<file path="src/rtl/tinyrv_pkg.sv">
// Shared definitions for the tinyrv byte-serial datapath.
//   REG_ADDR_W  : register index width (16 registers, x0 reads zero)
//   PHASE_W     : byte-lane select width
//   NUM_PHASES  : number of byte lanes per 32-bit word
//   LAST_PHASE  : index of the most significant byte lane
//   seq_state_t : operation sequencer state
package tinyrv_pkg;

    localparam int REG_ADDR_W = 4;
    localparam int PHASE_W    = 2;
    localparam int NUM_PHASES = 2 ** PHASE_W;

    localparam logic [PHASE_W-1:0] LAST_PHASE = PHASE_W'(NUM_PHASES - 1);

    typedef enum logic {
        IDLE = 1'b0,
        RUN  = 1'b1
    } seq_state_t;

endpackage

</file>
<file path="src/rtl/regfile_sequencer.sv">
// Byte-serial operation sequencer for a 16 x 32-bit register file that is
// accessed one byte lane per cycle. One register-to-register operation is
// accepted per valid/ready handshake. The sequencer then walks byte lanes
// 0..3 (LSB first), chains the byte ALU carry, accumulates the zero flag and
// issues a one-cycle done pulse carrying the final flags.
//
// Ports:
//   clk, rst                      clock, synchronous active-high reset
//   req_valid / req_ready         operation handshake from issue
//   req_rs1, req_rs2, req_rd      register indices of the operation
//   req_we, req_cin               write enable, carry into byte 0
//   flush                         squash the in-flight operation
//   rf_phase, rf_rs1, rf_rs2      byte lane and read indices to the regfile
//   rf_rd                         write index (0 = no architectural write)
//   alu_first, alu_last, alu_cin  byte ALU controls
//   alu_cout, alu_zero            byte ALU carry out / result byte zero
//   done_valid, done_carry,       completion pulse with final carry and
//   done_zero                     whole-word zero flag
module regfile_sequencer
    import tinyrv_pkg::*;
(
    input  logic                  clk,
    input  logic                  rst,
    input  logic                  req_valid,
    output logic                  req_ready,
    input  logic [REG_ADDR_W-1:0] req_rs1,
    input  logic [REG_ADDR_W-1:0] req_rs2,
    input  logic [REG_ADDR_W-1:0] req_rd,
    input  logic                  req_we,
    input  logic                  req_cin,
    input  logic                  flush,
    output logic [PHASE_W-1:0]    rf_phase,
    output logic [REG_ADDR_W-1:0] rf_rs1,
    output logic [REG_ADDR_W-1:0] rf_rs2,
    output logic [REG_ADDR_W-1:0] rf_rd,
    output logic                  alu_first,
    output logic                  alu_last,
    output logic                  alu_cin,
    input  logic                  alu_cout,
    input  logic                  alu_zero,
    output logic                  done_valid,
    output logic                  done_carry,
    output logic                  done_zero
);

    seq_state_t            r_state;
    logic [PHASE_W-1:0]    r_ph;
    logic [REG_ADDR_W-1:0] r_rs1;
    logic [REG_ADDR_W-1:0] r_rs2;
    logic [REG_ADDR_W-1:0] r_rd;
    logic                  r_we;
    logic                  r_carry;
    logic                  r_zero;
    logic                  r_done_valid;
    logic                  r_done_carry;
    logic                  r_done_zero;

    logic                  w_run;
    logic                  w_last;
    logic                  w_ready;
    logic                  w_accept;

    assign w_run    = (r_state == RUN);
    assign w_last   = w_run && (r_ph == LAST_PHASE);
    // Accepting during the last byte lets the next operation start with no
    // bubble; a flush cycle never accepts so the squash is clean.
    assign w_ready  = !flush && (!w_run || w_last);
    assign w_accept = req_valid && w_ready;

    always_ff @(posedge clk) begin
        if (rst) begin
            r_state      <= IDLE;
            r_ph         <= '0;
            r_rs1        <= '0;
            r_rs2        <= '0;
            r_rd         <= '0;
            r_we         <= 1'b0;
            r_carry      <= 1'b0;
            r_zero       <= 1'b1;
            r_done_valid <= 1'b0;
            r_done_carry <= 1'b0;
            r_done_zero  <= 1'b0;
        end else begin
            // Done flags are only meaningful alongside the pulse; keep them
            // low otherwise so downstream sees clean zeros.
            r_done_valid <= 1'b0;
            r_done_carry <= 1'b0;
            r_done_zero  <= 1'b0;
            if (w_run && flush) begin
                // Squash: flags are left untouched and no done is reported.
                r_state <= IDLE;
                r_ph    <= '0;
            end else begin
                if (w_run) begin
                    r_carry <= alu_cout;
                    r_zero  <= r_zero & alu_zero;
                    r_ph    <= r_ph + PHASE_W'(1);
                    if (w_last) begin
                        r_done_valid <= 1'b1;
                        r_done_carry <= alu_cout;
                        r_done_zero  <= r_zero & alu_zero;
                        r_state      <= IDLE;
                    end
                end
                if (w_accept) begin
                    r_rs1   <= req_rs1;
                    r_rs2   <= req_rs2;
                    r_rd    <= req_rd;
                    r_we    <= req_we;
                    r_carry <= req_cin;
                    r_zero  <= 1'b1;
                    r_ph    <= '0;
                    r_state <= RUN;
                end
            end
        end
    end

    assign req_ready  = w_ready;
    assign rf_phase   = w_run ? r_ph : '0;
    assign rf_rs1     = w_run ? r_rs1 : '0;
    assign rf_rs2     = w_run ? r_rs2 : '0;
    // The register file writes every cycle; rd = 0 turns the write into a
    // harmless store to x0. flush must kill the write in the same cycle.
    assign rf_rd      = (w_run && r_we && !flush) ? r_rd : '0;
    assign alu_first  = w_run && (r_ph == '0);
    assign alu_last   = w_last;
    assign alu_cin    = w_run && r_carry;
    assign done_valid = r_done_valid;
    assign done_carry = r_done_carry;
    assign done_zero  = r_done_zero;

endmodule

</file>
<file path="config.mk">
export PLATFORM = sky130hd
export DESIGN_NAME = regfile_sequencer
export DESIGN_NICKNAME = d
export VERILOG_FILES = /design/src/rtl/tinyrv_pkg.sv /design/src/rtl/regfile_sequencer.sv
export SDC_FILE = /design/constraint.sdc
export NUM_CORES = 1
export LEC_CHECK = 0
export CORE_UTILIZATION = 25
export DETAILED_ROUTE_END_ITERATION = 16
export SLEW_MARGIN = 40
export SYNTH_ARGS = -nofsm -noshare
export SYNTH_HDL_FRONTEND = slang
export SYNTH_SLANG_ARGS = --single-unit
</file>
<file path="constraint.sdc">
create_clock -name clk -period 2.1 [get_ports clk]
set_clock_uncertainty 0.2 [all_clocks]
set_input_delay 0.315 -clock clk [delete_from_list [all_inputs] [get_ports clk]]
set_output_delay 0.315 -clock clk [all_outputs]
set_load 0.01 [all_outputs]
</file>
==> impl_metrics.csv <==
group,metric,value,unit
floorplan,die_h,64.72,um
hold_path,min_path_cells,2,
clocking,cts_sinks,21,
place,place.gp.congestion,0.7444,
place,dp_cells,205,
final_layout,postLayoutCoreUtil,0.4064,
final_layout,fin_cells,211,
global_routing,grt_overflow,0,
global_routing,antenna_found_initial,0,
logic_synthesis,synth_most_common_cell,"dfxtp_1",
drt,first_iter_violations,35,
floorplan,rows,22,
drt,post-route-drc-count,0,
drt,ant_nets,0,
sta,setup_tns,0,ns
logic_synthesis,ys_top_cells_by_area,"dfxtp_1 (43%), and2_1 (11%), a21oi_1 (7.6%)",
logic_synthesis,synth_common_cells,"dfxtp_1 (21), and2_1 (17), a21oi_1 (15)",
power,max-vdd-ir-drop,196.2,uV
sta,finalCritPeriodShare,0.9709,
final_layout,layout-drive-gt1-share,0.09816,
power,switchingPower,0.1918,mW
clocking,cts.clk_slew.worst_paths,0.08,ns
status,outcome,"complete, no violations",
sta,hold_viol,0,
logic_synthesis,synth.distinct_cells,28,
sta,setup_viol,0,
clocking,clock_latency,0.26,ns
place,pre_cts_slack,-0.09249,ns
power,p_int,0.6112,mW
floorplan,dieWidth,64.72,um
run,max_cap_viol_count,0,
global_routing,grt_pass1_vias,945,
setup_path,critPathKind,"reg -> out",
drt,vias,945,
place,dpl-instance-area,1434,sq um
drt,viasPerCell,4.479,
logic_synthesis,synth-edff-count,0,
floorplan,placeableCoreArea,3716,sq um
power,p_per_area,531.8,nW/um^2
final_layout,diodes,0,
logic_synthesis,syn_inst,120,
power,power.total,0.8031,mW
logic_synthesis,syn_nets,142,
logic_synthesis,yosys.area.top_type,"dfxtp_1",
global_routing,grt_usage,0.1323,
power,p_leak,0.5964,nW
hold_path,hold_class,"reg -> reg",
sta,maxSlewViolCount,0,
logic_synthesis,yosysSeqAreaShare,0.4275,
setup_path,start_kind,"flip-flop",
setup_path,arrival,1.52,ns
sta,max_slew_margin,0.6689,
power,sw_frac_of_total,0.2389,
sta,min_period,2.039,ns
power,power_frac_seq,0.524,
logic_synthesis,yosys_warnings,0,
final_layout,num-nets-final,186,
clocking,cts_hold_buffers,0,
logic_synthesis,synth_area,983.4,sq um
setup_path,crit_path_end_kind,"output pin",
logic_synthesis,yosys_most_used_dff,"dfxtp_1",
drt,routed_wirelength,2590,um
drt,wire_per_inst,12.27,um
global_routing,grt_max_degree,20,
logic_synthesis,syn_avg_cell_area,8.195,sq um
floorplan,io_pins,41,
clocking,numCtsBuffers,3,
logic_synthesis,synth_top_area_share,0.4275,
sta,worst_slew_pin_slew,0.4967,ns
floorplan,start_util,0.2646,
setup_path,path_max_fanout,4,
drt,first_pass_iters,4,
clocking,clk_path_buf_depth,2,
logic_synthesis,synthArstFlopShare,0,
final_layout,area_growth,53.56,%
sta,finalWorstSetupSlack,0.06112,ns
setup_path,r2r_cells,6,
sta,fin_hold_ws,0.2713,ns
place,port_buffers,40,
power,pwr-share-clk,0.325,
place,dp_hpwl,1896,um
global_routing,grt_pass1_wl,4319,um
setup_path,cp.required,1.58,ns
logic_synthesis,ys_seq_elements,21,
floorplan,dieArea,4189,sq um
sta,max_freq,0.4905,GHz
clocking,cts-root-buf,"clkbuf_8",
power,power_frac_comb,0.151,
clocking,cts_tree,"built",
final_layout,finalInstanceArea,1510,sq um
clocking,h-tree-depth,1,
-- power groups by stage --
stage | Sequential (mW) | Clock (mW) | Combinational, mW
final | 0.420 | 0.261 | 0.122
after global routing | 0.422 | 0.288 | 0.134
after CTS | 0.420 | 0.270 | 0.120
after detailed placement | 0.429 | 0 | 0.120
after global placement | 0.428 | 0 | 0.118
after floorplan | 0.427 | 0 | 0.0607
-- cells in the final DEF (no fill, tap or decap), types with 5 or more instances in the layout --
cell type | netlist | layout
clkdlybuf4s50_1 | 0 | 34
and2_1 | 17 | 17
inv_1 | 5 | 5
nand2_1 | 5 | 5
nand3_1 | 13 | 13
dfxtp_1 | 21 | 21
a21oi_1 | 15 | 15
dlygate4sd2_1 | 0 | 5
o21ai_1 | 8 | 8
buf_4 | 2 | 7
o21ai_0 | 6 | 6
-- critical path: stages (launching register included) --
cell and delay [ns]:
dfxtp_1 0.39, ha_4 0.17, nand2_1 0.11, inv_1 0.07, clkdlybuf4s50_1 0.52
-- final cells by class --
class                      count  area, sq um
clock buffer                   3        41.29
clock inverter                 1        5.005
fill                         404         2206
inverter                       5        18.77
multi-input combinational     85        504.2
sequential                    21        420.4
tap                           48        60.06
timing repair buffer          48        460.4
-- routing by layer --
metal	global-route usage	share of wire	vias up
met5	0	0	-
met4	0.05000	0.010	0
met3	0.02289	0.034	2
met2	0.2292	0.50	22
met1	0.1610	0.46	432
li1	-	-	489
-- state kept, by name, indices dropped and copies added (netlist names) --
signal	count
r_zero	1
r_rs1	4
r_state	1
r_ph	2
r_rs2	4
done_carry	1
r_carry	1
r_rd	4
done_zero	1
r_we	1
done_valid	1
-- final timing paths --
path / startpoint / end / slack [ns]
worst max-delay path: r_ph[0]$_SDFFE_PP0P_ / alu_last / 0.06
worst min-delay path: r_zero$_SDFFE_PP1P_ / r_zero$_SDFFE_PP1P_ / 0.27
worst max register to register: r_state$_SDFF_PP0_ / r_rd[0]$_SDFFE_PP0P_ / 0.53
worst min register to register: r_zero$_SDFFE_PP1P_ / r_zero$_SDFFE_PP1P_ / 0.27
-- repair_timing --
| item | 4_1_cts | 5_1_grt |
|---|---|---|
| pin swaps | 1 | 0 |
| buffers inserted | 0 | 2 |
| setup endpoints to repair | 6 | 2 |
| gates resized for setup | 8 | 2 |
-- cell families (layout without fill, tap and decap cells) --
| family | after synthesis | after routing | synth area share |
|---|---|---|---|
| adder cells (fa/ha/maj) | 2 | 2 | 0.02544 |
| multiplexers | 1 | 1 | 0.01018 |
| flip-flops | 21 | 21 | 0.4275 |
| AND/OR/NAND/NOR | 49 | 49 | 0.2837 |
| AO/OA/AOI/OAI | 33 | 33 | 0.1781 |
| buffers and inverters | 14 | 57 | 0.07506 |
No activity file was read; power rests on OpenSTA's default activity.
